File: config.mk
export PLATFORM = sky130hd
export DESIGN_NAME = fork_join_delay_stage
export DESIGN_NICKNAME = d
export VERILOG_FILES = /design/src/rtl/fork_join_pkg.sv /design/src/rtl/fork_join_delay_stage_delay_counter.sv /design/src/rtl/fork_join_delay_stage.sv
export SDC_FILE = /design/constraint.sdc
export NUM_CORES = 1
export LEC_CHECK = 0
export BUFFER_PORTS_ARGS = -buffer_cell sky130_fd_sc_hd__buf_4
export CAP_MARGIN = 40
export CORE_ASPECT_RATIO = 1.25
export CORE_MARGIN = 4
export CORE_UTILIZATION = 32
export CTS_CLUSTER_DIAMETER = 120
export DETAILED_ROUTE_END_ITERATION = 6
export GPL_ROUTABILITY_DRIVEN = 1
export PLACE_DENSITY = 0.6
export SLEW_MARGIN = 20
export SYNTH_ARGS = -nofsm -noshare
export SYNTH_HDL_FRONTEND = slang
export SYNTH_SLANG_ARGS = --single-unit
File: constraint.sdc
create_clock -name clk -period 1.8 [get_ports clk]
set_input_delay 0.36 -clock clk [delete_from_list [all_inputs] [get_ports clk]]
set_output_delay 0.36 -clock clk [all_outputs]
set_load 0.02 [all_outputs]
File: src/rtl/fork_join_pkg.sv
// Shared types and default delays for the fork/join delay stage.
package fork_join_pkg;

  typedef enum logic [1:0] {
    IDLE  = 2'd0,
    WAIT1 = 2'd1,
    WAIT2 = 2'd2,
    JOIN  = 2'd3
  } state_t;

  localparam int DEF_D1 = 10;
  localparam int DEF_D2 = 12;
  localparam int DEF_CW = 8;

endpackage

File: src/rtl/fork_join_delay_stage_delay_counter.sv
// Loadable down-counter with a terminal-count flag; saturates at zero.
module delay_counter
  import fork_join_pkg::*;
#(
  parameter int CW = DEF_CW
) (
  input  logic          clk,
  input  logic          rst_n,
  input  logic          load,
  input  logic          dec,
  input  logic [CW-1:0] load_val,
  output logic          zero
);

  logic [CW-1:0] count;

  always_ff @(posedge clk or negedge rst_n) begin
    if (!rst_n) begin
      count <= '0;
    end else if (load) begin
      count <= load_val;
    end else if (dec && (count != '0)) begin
      count <= count - CW'(1);
    end
  end

  assign zero = (count == '0);

endmodule

File: src/rtl/fork_join_delay_stage.sv
// Two-branch timed fork/join: ret1 follows the input pair after D1 cycles,
// ret2 follows D2 cycles after ret1 actually changes.
//
// state | meaning
// IDLE  | waiting for an input change or a pending trigger
// WAIT1 | counting down to the ret1 update
// WAIT2 | ret1 changed, counting down to the ret2 update
// JOIN  | both branches finished, done pulses on exit
module fork_join_delay_stage
  import fork_join_pkg::*;
#(
  parameter int W  = 4,
  parameter int D1 = DEF_D1,
  parameter int D2 = DEF_D2,
  parameter int CW = DEF_CW
) (
  input  logic         clk,
  input  logic         rst_n,
  input  logic [W-1:0] value1,
  input  logic [W-1:0] value2,
  output logic [W-1:0] ret1,
  output logic [W-1:0] ret2,
  output logic         busy,
  output logic         done,
  output logic         skipped
);

  localparam logic [CW-1:0] LOAD1 = CW'(D1 - 1);
  localparam logic [CW-1:0] LOAD2 = CW'(D2 - 1);

  if (D1 < 1 || D1 > (1 << CW) - 1) begin : g_bad_d1
    $error("fork_join_delay_stage: D1 out of range");
  end
  if (D2 < 1 || D2 > (1 << CW) - 1) begin : g_bad_d2
    $error("fork_join_delay_stage: D2 out of range");
  end

  state_t        state, state_next;
  logic [W-1:0]  prev1, prev2, snap1, snap2, pend1, pend2;
  logic          pending, evt;
  logic          cnt_load, cnt_dec, cnt_zero;
  logic [CW-1:0] cnt_val;
  logic          take_snap, upd_ret1, upd_ret2, set_done, set_skip;

  assign evt  = (value1 != prev1) || (value2 != prev2);
  assign busy = (state != IDLE);

  delay_counter #(.CW(CW)) u_delay_counter (
    .clk      (clk),
    .rst_n    (rst_n),
    .load     (cnt_load),
    .dec      (cnt_dec),
    .load_val (cnt_val),
    .zero     (cnt_zero)
  );

  always_comb begin
    state_next = state;
    cnt_load   = 1'b0;
    cnt_dec    = 1'b0;
    cnt_val    = LOAD1;
    take_snap  = 1'b0;
    upd_ret1   = 1'b0;
    upd_ret2   = 1'b0;
    set_done   = 1'b0;
    set_skip   = 1'b0;
    case (state)
      IDLE: begin
        if (evt || pending) begin
          take_snap  = 1'b1;
          cnt_load   = 1'b1;
          state_next = WAIT1;
        end
      end
      WAIT1: begin
        cnt_dec = 1'b1;
        if (cnt_zero) begin
          upd_ret1 = 1'b1;
          // branch B only runs when ret1 really moves
          if (snap1 != ret1) begin
            cnt_load   = 1'b1;
            cnt_val    = LOAD2;
            state_next = WAIT2;
          end else begin
            set_skip   = 1'b1;
            state_next = JOIN;
          end
        end
      end
      WAIT2: begin
        cnt_dec = 1'b1;
        if (cnt_zero) begin
          upd_ret2   = 1'b1;
          state_next = JOIN;
        end
      end
      JOIN: begin
        set_done   = 1'b1;
        state_next = IDLE;
      end
      default: state_next = IDLE;
    endcase
  end

  always_ff @(posedge clk or negedge rst_n) begin
    if (!rst_n) begin
      state   <= IDLE;
      prev1   <= '0;
      prev2   <= '0;
      snap1   <= '0;
      snap2   <= '0;
      pend1   <= '0;
      pend2   <= '0;
      pending <= 1'b0;
      ret1    <= '0;
      ret2    <= '0;
      done    <= 1'b0;
      skipped <= 1'b0;
    end else begin
      state <= state_next;
      prev1 <= value1;
      prev2 <= value2;
      if (take_snap) begin
        snap1   <= evt ? value1 : pend1;
        snap2   <= evt ? value2 : pend2;
        pending <= 1'b0;
      end else if (evt) begin
        pend1   <= value1;
        pend2   <= value2;
        pending <= 1'b1;
      end
      if (upd_ret1) ret1 <= snap1;
      if (upd_ret2) ret2 <= snap2;
      done    <= set_done;
      skipped <= set_skip;
    end
  end

endmodule
## Word level (Yosys, flattened, before mapping)

Cells that the tools add are included.

| cells by class | value |
|---|---|
| add/subtract/negate cells | 1 |
| equal/unequal tests | 9 |
| mux-type cells | 27 |
| reduce and logical (&&, ||, !) cells | 11 |

Operators with widths:

| cell | number |
|---|---|
| $mux W8 | 2 |
| $mux W1 | 15 |
| $mux W2 | 6 |
| $ne A4 B4 Y1 | 3 |
| $logic_not A8 Y1 | 1 |
| $mux W4 | 2 |
| $pmux W2 S4 | 1 |
| $reduce_bool A8 Y1 | 1 |
| $sub A8 B1 Y8 const B | 1 |
| $ne A2 B2 Y1 const B | 3 |
| $reduce_bool A2 Y1 | 3 |
| $eq A2 B2 Y1 const B | 2 |
| $reduce_and A3 Y1 | 1 |
| $eq A2 B1 Y1 const B | 1 |
| $logic_not A2 Y1 | 1 |
| $logic_or A1 B1 Y1 | 2 |
| $pmux W1 S2 | 1 |
| $reduce_or A2 Y1 | 1 |
| $logic_and A1 B1 Y1 | 1 |

| storage, ports and cells | value |
|---|---|
| register bits after elaboration | 45 |
| output and inout bits | 11 |
| word-level logic and storage cells | 61 |

## Logic depth before layout (Yosys ltp)

Gate-level depths: netlist (run 1).

| logic depth | value |
|---|---|
| depth after elaboration | 6 |
| mapped depth | 8 |
| mapped depth without buffers | 7 |

## Hierarchy

Synthesis (run 1) repeated with hierarchy kept, for this count alone.

| second synthesis, totals | value |
|---|---|
| cell total of the unflattened synthesis | 175 |
| area, all modules | 2168.3 um^2 |

By module, submodules not included:

| module | times used | cells an instance | area an instance (um^2) | seq. area each (um^2) |
|---|---|---|---|---|
| fork_join_delay_stage | 1 | 117 | 1640.3 | 925.9 |
| delay_counter | 1 | 58 | 528.0 | 200.2 |

## Worst setup path after synthesis (run 1)

OpenSTA, ideal clock, no wires.

| timing path | value |
|---|---|
| path kind | reg-to-reg |
| start | register u_delay_counter.count[0] |
| end | register state[1] |
| setup time | 128 ps |
| arrival | 1581 ps |
| required time | 1672 ps |
| path slack | 92 ps |
| cell stages (with the launch flop) | 8 |
| path through | dfrtp_1 -> inv_1 -> ha_1 -> nor4b_4 -> and2_1 -> nor2_1 -> a31oi_1 -> mux2_1 |

| on the way | value |
|---|---|
| cells in the longest elaborated chain, start to end | 3 |

Ends and longest elaborated chain:

| element | line | text |
|---|---|---|
| start, declared | fork_join_delay_stage_delay_counter.sv:15 | `logic [CW-1:0] count;` |
| start signal, assigned | fork_join_delay_stage_delay_counter.sv:21 | `count <= load_val;` |
| start signal, assigned | fork_join_delay_stage_delay_counter.sv:23 | `count <= count - CW'(1);` |
| $logic_not A8 Y1 * | fork_join_delay_stage_delay_counter.sv:27 | `assign zero = (count == '0);` |
| $ne A2 B2 Y1 (no line) | -- |  |
| $reduce_and A3 Y1 (no line) * | -- |  |
| end signal, assigned | fork_join_delay_stage.sv:120 | `state <= state_next;` |
| end, declared | fork_join_delay_stage.sv:38 | `state_t state, state_next;` |

Mark *: on every way between the ends. The rest lies on a longest branch, timed or not.
A chain may end at the register's enable or synchronous reset.

## Worst setup path in the final report (run 1)

Ends and elaborated chain as after synthesis.

==> run summary, run 1 <==
====================================================================================
Post-route antenna net violation count ................................            0
Weighted congestion at the end of routability-driven global placement .        0.770
Clock tree from TritonCTS .............................................          yes
Wire per inst .........................................................      12.5 um
Worst-path fanout max .................................................            4
Clk Latency, worst-skew pair ..........................................      0.30 ns
Yosys warnings ........................................................            0
HPWL Detailed .........................................................      2780 um
TritonRoute pass-1 iters ..............................................            4
Reg2reg path depth ....................................................            7
Total standard cell area after synthesis .............................. 0.00212 sq mm
Commonest non-fill, non-tap cell in the layout ........................ sky130_fd_sc_hd__dfrtp_1
Wire length of the first global-routing pass ..........................      6510 um
Async set-reset flop share out of synthesis ...........................         1.00
Flip-flop and latch count after synthesis .............................           45
Wire length reported by the detailed router ...........................      3760 um
Master cell of the clock root buffer .................................. sky130_fd_sc_hd__clkbuf_8
Number of port buffers ................................................           20
HP Class ..............................................................  in -> async
Relative slew slack ...................................................        0.624
Number of buffers on the longest clock path ...........................            2
Final hold vios .......................................................            0
Critical path required time ...........................................      1.99 ns
Detailed router's first-iteration violation count .....................           38
Die area .............................................................. 0.00799 sq mm
Overall global routing resource usage .................................        0.105
Setup violation total in the final timing report ......................            0
Primary FF master, synth .............................................. sky130_fd_sc_hd__dfrtp_1
Area post-placement ................................................... 0.00246 sq mm
Commonest cells after routing, fill and taps aside .................... sky130_fd_sc_hd__dfrtp_1 (45), sky130_fd_sc_hd__buf_4 (40), sky130_fd_sc_hd__nor2_1 (20)
Final critical-path share of the clock period .........................        0.990
Vertical extent of the die ............................................      99.0 um
Setup crit start kind .................................................     register
Pin count of the biggest net entering global routing ..................           46
RSZ-0062 raised after global routing ..................................         true
Number of sinks driven by the clock tree ..............................           45
Count of fill cells added during filler insertion .....................          602
Leak Pwr ..............................................................      1.14 nW
Worst R2R Setup Slack .................................................      0.02 ns
Residual DRC count ....................................................            0
Kind of critical path .................................................   reg -> reg
Area of the core region ............................................... 0.00629 sq mm
Number of nets produced by synthesis ..................................          191
Startpoint of the most critical register-to-register path ............. u_delay_counter.count[0]
Avg Inst Size Synth ...................................................   12.2 sq um
Number of nets in the finished design .................................          233
Reported max-cap violation count ......................................            0
Number of flops mapped to enable cells by yosys .......................            0
Arr. time, crit path ..................................................      1.97 ns
Vias/cell .............................................................         4.48
Final global-route overflow total .....................................            0
Layout Cell Area excl Fill ............................................ 0.00264 sq mm
Diodes inserted .......................................................            0
H-tree depth ..........................................................            2
Netlist cell types ....................................................           38
Crit Reg-Reg Endpoint .................................................     state[1]
Power Density ......................................................... 1630 mW/mm^2
Synth-to-layout area growth ...........................................        24.6%
Max-slew violations ...................................................            0
Register clock-pin slew on the reported worst setup and hold paths ....      0.09 ns
Number of top-level design ports ......................................           21
Part of the Yosys area used for sequential elements ...................        0.532
Initial antenna violation count .......................................            0
Fmax achieved .........................................................    0.561 GHz
Number of CTS-inserted buffers ........................................            5
Fraction of layout instances using a drive strength above 1 ...........        0.369
Worst Skew ............................................................    0.0104 ns
Count of mapped cells out of synthesis ................................          174
Horizontal die dimension ..............................................      80.8 um
Worst Setup End Kind ..................................................     register
Maximum vdd drop ......................................................   0.000531 V
Min cycle time layout .................................................      1.78 ns
Site Rows .............................................................           32
Sum Neg Setup Slack ...................................................         0 ns
Starting Density ......................................................        0.337
Slew at the pin closest to its max-slew limit .........................     0.564 ns
Run status ............................................................ complete, no violations
Via count of the first global-routing pass ............................         1402
Count of vias placed by the detailed router ...........................         1354
====================================================================================
## routing by layer
metal	up-vias	track usage	part of all wire
li1	678	-	-
met1	654	0.125	0.43
met2	16	0.180	0.51
met3	6	0.0247	0.037
met4	0	0.0390	0.016
met5	-	0	0
## cells by family (layout without fill, tap and decap cells)
family                     Yosys count  count (layout)  share of synthesized area
adders and majority gates            7               7                     0.0413
DFF                                 45              45                      0.532
and+or+nand+nor                     50              50                      0.141
muxes                               26              26                      0.133
buffers and inverters               11              54                     0.0295
AOI/OAI and AO/OA                   17              17                     0.0490
xor gates and xnor gates            18              18                     0.0744
## critical path, stage by stage, from the launching register on
cell and delay [ns]:
sky130_fd_sc_hd__dfrtp_1 0.40, sky130_fd_sc_hd__inv_2 0.09, sky130_fd_sc_hd__ha_4 0.13, sky130_fd_sc_hd__nor4b_4 0.29, sky130_fd_sc_hd__and2_4 0.21, sky130_fd_sc_hd__nor2_2 0.05
sky130_fd_sc_hd__a31oi_2 0.17, sky130_fd_sc_hd__mux2_1 0.33
## cell type report
| class | count | area [sq um] | area share |
|---|---|---|---|
| Timing Repair Buffer | 40 | 300 | 0.114 |
| Tap cell | 85 | 106 | 0.0403 |
| Sequential cell | 45 | 1130 | 0.427 |
| Clock inverter | 2 | 38.8 | 0.0147 |
| Multi-Input combinational cell | 118 | 972 | 0.368 |
| Inverter | 6 | 22.5 | 0.00853 |
| Clock buffer | 6 | 72.6 | 0.0275 |
## power by group
part	internal (W)	switching, W	total, W
sequential	0.00136	0.000264	0.00162
combinational	0.000977	0.000944	0.00192
clock	0.000417	0.000339	0.000756
## flip-flops by register name, summed over array words and instances (netlist names)
signal / cells
u_delay_counter.count: 8
pend1: 4
pend2: 4
prev1: 4
prev2: 4
ret1: 4
ret2: 4
snap1: 4
snap2: 4
state: 2
done: 1
pending: 1
skipped: 1
## worst max-delay path by stage
stage	from	to	slack, ns	depth (start not counted)
2_1_floorplan	u_delay_counter.count[0]	state[1]	0.09	7
6_report	u_delay_counter.count[0]	state[1]	0.02	7
3_5_place_dp	u_delay_counter.count[0]	state[1]	-0.02	7
3_3_place_gp	u_delay_counter.count[1]	state[1]	-0.03	7
5_1_grt	u_delay_counter.count[0]	state[1]	-0.07	7
4_1_cts	u_delay_counter.count[0]	state[1]	0.007	7
## metrics by stage
stage | hold slack (ns) | worst slack [ns] | total power [W] | util | cells
detailed placement | 0.403 | -0.0221 | 0.00346 | 0.392 | 291
global placement | 0.406 | -0.0343 | 0.00342 | 0.392 | 291
global route | 0.105 | -0.0659 | 0.00463 | 0.420 | 302
floorplan | 0.0644 | 0.0918 | 0.00282 | - | 174
CTS | 0.0726 | 0.00674 | 0.00431 | 0.416 | 302
finish | 0.0454 | 0.0175 | 0.00430 | 0.420 | 302
## repair_timing
| action | in CTS | in global routing |
|---|---|---|
| setup endpoints to repair | 1 | 25 |
| pin swaps | 1 | 1 |
| setup buffers | 3 | 0 |
| resized for setup | 6 | 6 |
| hold endpoints to repair | 0 | 0 |
| hold buffers | 0 | 0 |
## Yosys cell counts (2+ instances only)
cell type | count | share of area
sky130_fd_sc_hd__a21oi_1 | 10 | 0.024
sky130_fd_sc_hd__buf_2 | 2 | 0.0047
sky130_fd_sc_hd__dfrtp_1 | 45 | 0.53
sky130_fd_sc_hd__ha_1 | 7 | 0.041
sky130_fd_sc_hd__inv_1 | 6 | 0.011
sky130_fd_sc_hd__mux2_2 | 17 | 0.090
sky130_fd_sc_hd__mux2i_1 | 8 | 0.038
sky130_fd_sc_hd__nand2_1 | 2 | 0.0035
sky130_fd_sc_hd__nand2b_1 | 8 | 0.024
sky130_fd_sc_hd__nand3_1 | 3 | 0.0071
sky130_fd_sc_hd__nor2_1 | 21 | 0.037
sky130_fd_sc_hd__nor3_1 | 3 | 0.0071
sky130_fd_sc_hd__xnor2_1 | 2 | 0.0083
sky130_fd_sc_hd__xor2_1 | 16 | 0.066
Note: power is estimated with default switching activity, not from simulation.
==> run 2, diff against run 1 <==
Settings changed: PLACE_DENSITY 0.6 to 0.58.
Clock period 1.8 ns to 1.9 ns, I/O delays scaled along.
==> run 2 against run 1 <==
Final cell count fell by 2.6%. Core utilization fell by 1.9 points. Routed wire length fell by 2.8%. Critical path type unchanged.
==> run summary, run 2 (synthesis results as in run 1) <==
====================================================================================
Synth-to-layout area growth ...........................................        18.8%   was 24.6%
Min cycle time layout .................................................      1.81 ns   was 1.78 ns
Count of vias placed by the detailed router ...........................         1306   was 1354
Number of CTS-inserted buffers ........................................            5   unchanged
Count of fill cells added during filler insertion .....................          647   was 602
Area of the core region ............................................... 0.00629 sq mm   unchanged
Final global-route overflow total .....................................            0   unchanged
Arr. time, crit path ..................................................      1.98 ns   was 1.97 ns
Master cell of the clock root buffer .................................. sky130_fd_sc_hd__clkbuf_8   unchanged
Portion of total power attributed to sequential cells .................        0.409   was 0.377
Detailed router's first-iteration violation count .....................           41   was 38
Internal ..............................................................    0.00240 W   was 0.00275 W
Worst Skew ............................................................   0.00782 ns   was 0.0104 ns
Worst-path fanout max .................................................            4   unchanged
Horizontal die dimension ..............................................      80.8 um   unchanged
Commonest cells after routing, fill and taps aside .................... sky130_fd_sc_hd__dfrtp_1 (45), sky130_fd_sc_hd__buf_4 (32), sky130_fd_sc_hd__nor2_1 (21)   was sky130_fd_sc_hd__dfrtp_1 (45), sky130_fd_sc_hd__buf_4 (40), sky130_fd_sc_hd__nor2_1 (20)
Setup violation total in the final timing report ......................            0   unchanged
Total power after layout ..............................................    0.00378 W   was 0.00430 W
Post-route worst hold slack ...........................................    0.0831 ns   was 0.0454 ns
Final critical-path share of the clock period .........................        0.950   was 0.990
Count of hold-fix buffers inserted at cts .............................            0   unchanged
TritonRoute pass-1 iters ..............................................            4   unchanged
Vias/cell .............................................................         4.44   was 4.48
Maximum vdd drop ......................................................   0.000552 V   was 0.000531 V
Commonest non-fill, non-tap cell in the layout ........................ sky130_fd_sc_hd__dfrtp_1   unchanged
Leak Pwr ..............................................................      1.09 nW   was 1.14 nW
Clk Latency, worst-skew pair ..........................................      0.29 ns   was 0.30 ns
Max-slew violations ...................................................            0   unchanged
Wire length reported by the detailed router ...........................      3660 um   was 3760 um
PostCTS Resize Cnt ....................................................            0   was 6
H-tree depth ..........................................................            2   unchanged
Setup crit start kind .................................................     register   unchanged
Final Util ............................................................        0.400   was 0.420
Reported max-cap violation count ......................................            0   unchanged
HPWL Detailed .........................................................      2680 um   was 2780 um
Max reg flops .........................................................            8   unchanged
Relative slew slack ...................................................        0.624   about the same
Number of buffers on the longest clock path ...........................            2   unchanged
Switching power summed over all nets ..................................    0.00138 W   was 0.00155 W
Number of port buffers ................................................           20   unchanged
Site Rows .............................................................           32   unchanged
Post-route antenna net violation count ................................            0   unchanged
Post-CTS repair timing setup buffer count .............................            0   was 3
Switching share of power ..............................................        0.366   was 0.360
Slew at the pin closest to its max-slew limit .........................     0.564 ns   about the same
Diodes inserted .......................................................            0   unchanged
Run status ............................................................ complete, no violations   unchanged
Vertical extent of the die ............................................      99.0 um   unchanged
Initial antenna violation count .......................................            0   unchanged
Clock tree from TritonCTS .............................................          yes   unchanged
Wire length of the first global-routing pass ..........................      6350 um   was 6510 um
Clk network pwr share .................................................        0.149   was 0.176
Register clock-pin slew on the reported worst setup and hold paths ....      0.08 ns   was 0.09 ns
Wire per inst .........................................................      12.4 um   was 12.5 um
Worst Setup End Kind ..................................................     register   unchanged
Kind of critical path .................................................   reg -> reg   unchanged
Final hold vios .......................................................            0   unchanged
Die area .............................................................. 0.00799 sq mm   unchanged
Logic pwr share .......................................................        0.442   was 0.447
Overall global routing resource usage .................................        0.102   was 0.105
Fraction of layout instances using a drive strength above 1 ...........        0.301   was 0.369
Register with the most flip-flops ..................................... u_delay_counter.count   unchanged
Sum Neg Setup Slack ...................................................         0 ns   unchanged
Residual DRC count ....................................................            0   unchanged
HP Class ..............................................................  in -> async   unchanged
Number of nets in the finished design .................................          225   was 233
Weighted congestion at the end of routability-driven global placement .        0.733   was 0.770
Starting Density ......................................................        0.337   unchanged
Pin count of the biggest net entering global routing ..................           46   unchanged
Number of top-level design ports ......................................           21   unchanged
Fmax achieved .........................................................    0.554 GHz   was 0.561 GHz
Via count of the first global-routing pass ............................         1341   was 1402
Critical path required time ...........................................      2.07 ns   was 1.99 ns
RSZ-0062 raised after global routing ..................................        false   was true
Power Density ......................................................... 1500 mW/mm^2   was 1630 mW/mm^2
Number of sinks driven by the clock tree ..............................           45   unchanged
====================================================================================
run 2: worst paths after layout:
kind | startpoint | end | slack [ns] | cells past startpoint
worst max-delay path | u_delay_counter.count[1] | state[1] | 0.09 | 7
worst min-delay path | rst_n | u_delay_counter.count[3] | 0.08 | 1
worst max register to register | u_delay_counter.count[1] | state[1] | 0.09 | 7
worst min register to register | pend1[0] | pend1[0] | 0.50 | 1
max in group asynchronous | rst_n | ret2[1] | 1.44 | 1
min in group clk | value2[1] | prev2[1] | 0.22 | 1
run 2: final cells by class:
type / instances / area, sq um / area share
Inverter: 6 / 22.5 / 0.00895
Multi-Input combinational cell: 118 / 942 / 0.374
Sequential cell: 45 / 1130 / 0.447
Clock buffer: 8 / 80.1 / 0.0318
Timing Repair Buffer: 32 / 240 / 0.0954
Tap cell: 85 / 106 / 0.0422
run 2: critical path, stage by stage, from the launching register on:
cell	delay, ns
sky130_fd_sc_hd__dfrtp_1	0.38
sky130_fd_sc_hd__inv_1	0.09
sky130_fd_sc_hd__ha_1	0.16
sky130_fd_sc_hd__nor4b_4	0.28
sky130_fd_sc_hd__and2_4	0.20
sky130_fd_sc_hd__nor2_1	0.07
sky130_fd_sc_hd__a31oi_2	0.19
sky130_fd_sc_hd__mux2_4	0.32
run 2: per-stage QoR:
stage	instances	cell area (sq um)	setup slack (ns)
global placement	286	2420	0.0563
global route	294	2520	0.00688
CTS	294	2500	0.0443
detailed placement	286	2420	0.0386
floorplan	174	2120	0.192
finish	294	2520	0.0949
run 2: power groups by stage:
stage	combinational, W	clock, W	sequential (W)
CTS	0.00165	0.000594	0.00155
finish	0.00167	0.000564	0.00155
floorplan	0.00108	0	0.00159
detailed placement	0.00164	0	0.00158
global placement	0.00163	0	0.00156
global route	0.00187	0.000629	0.00160
run 2: metal layers:
| metal | global-route usage | vias up | share of wire |
|---|---|---|---|
| met5 | 0 | - | 0 |
| met4 | 0.0390 | 0 | 0.016 |
| met3 | 0.0274 | 6 | 0.038 |
| met2 | 0.169 | 20 | 0.47 |
| met1 | 0.126 | 621 | 0.47 |
| li1 | - | 659 | - |
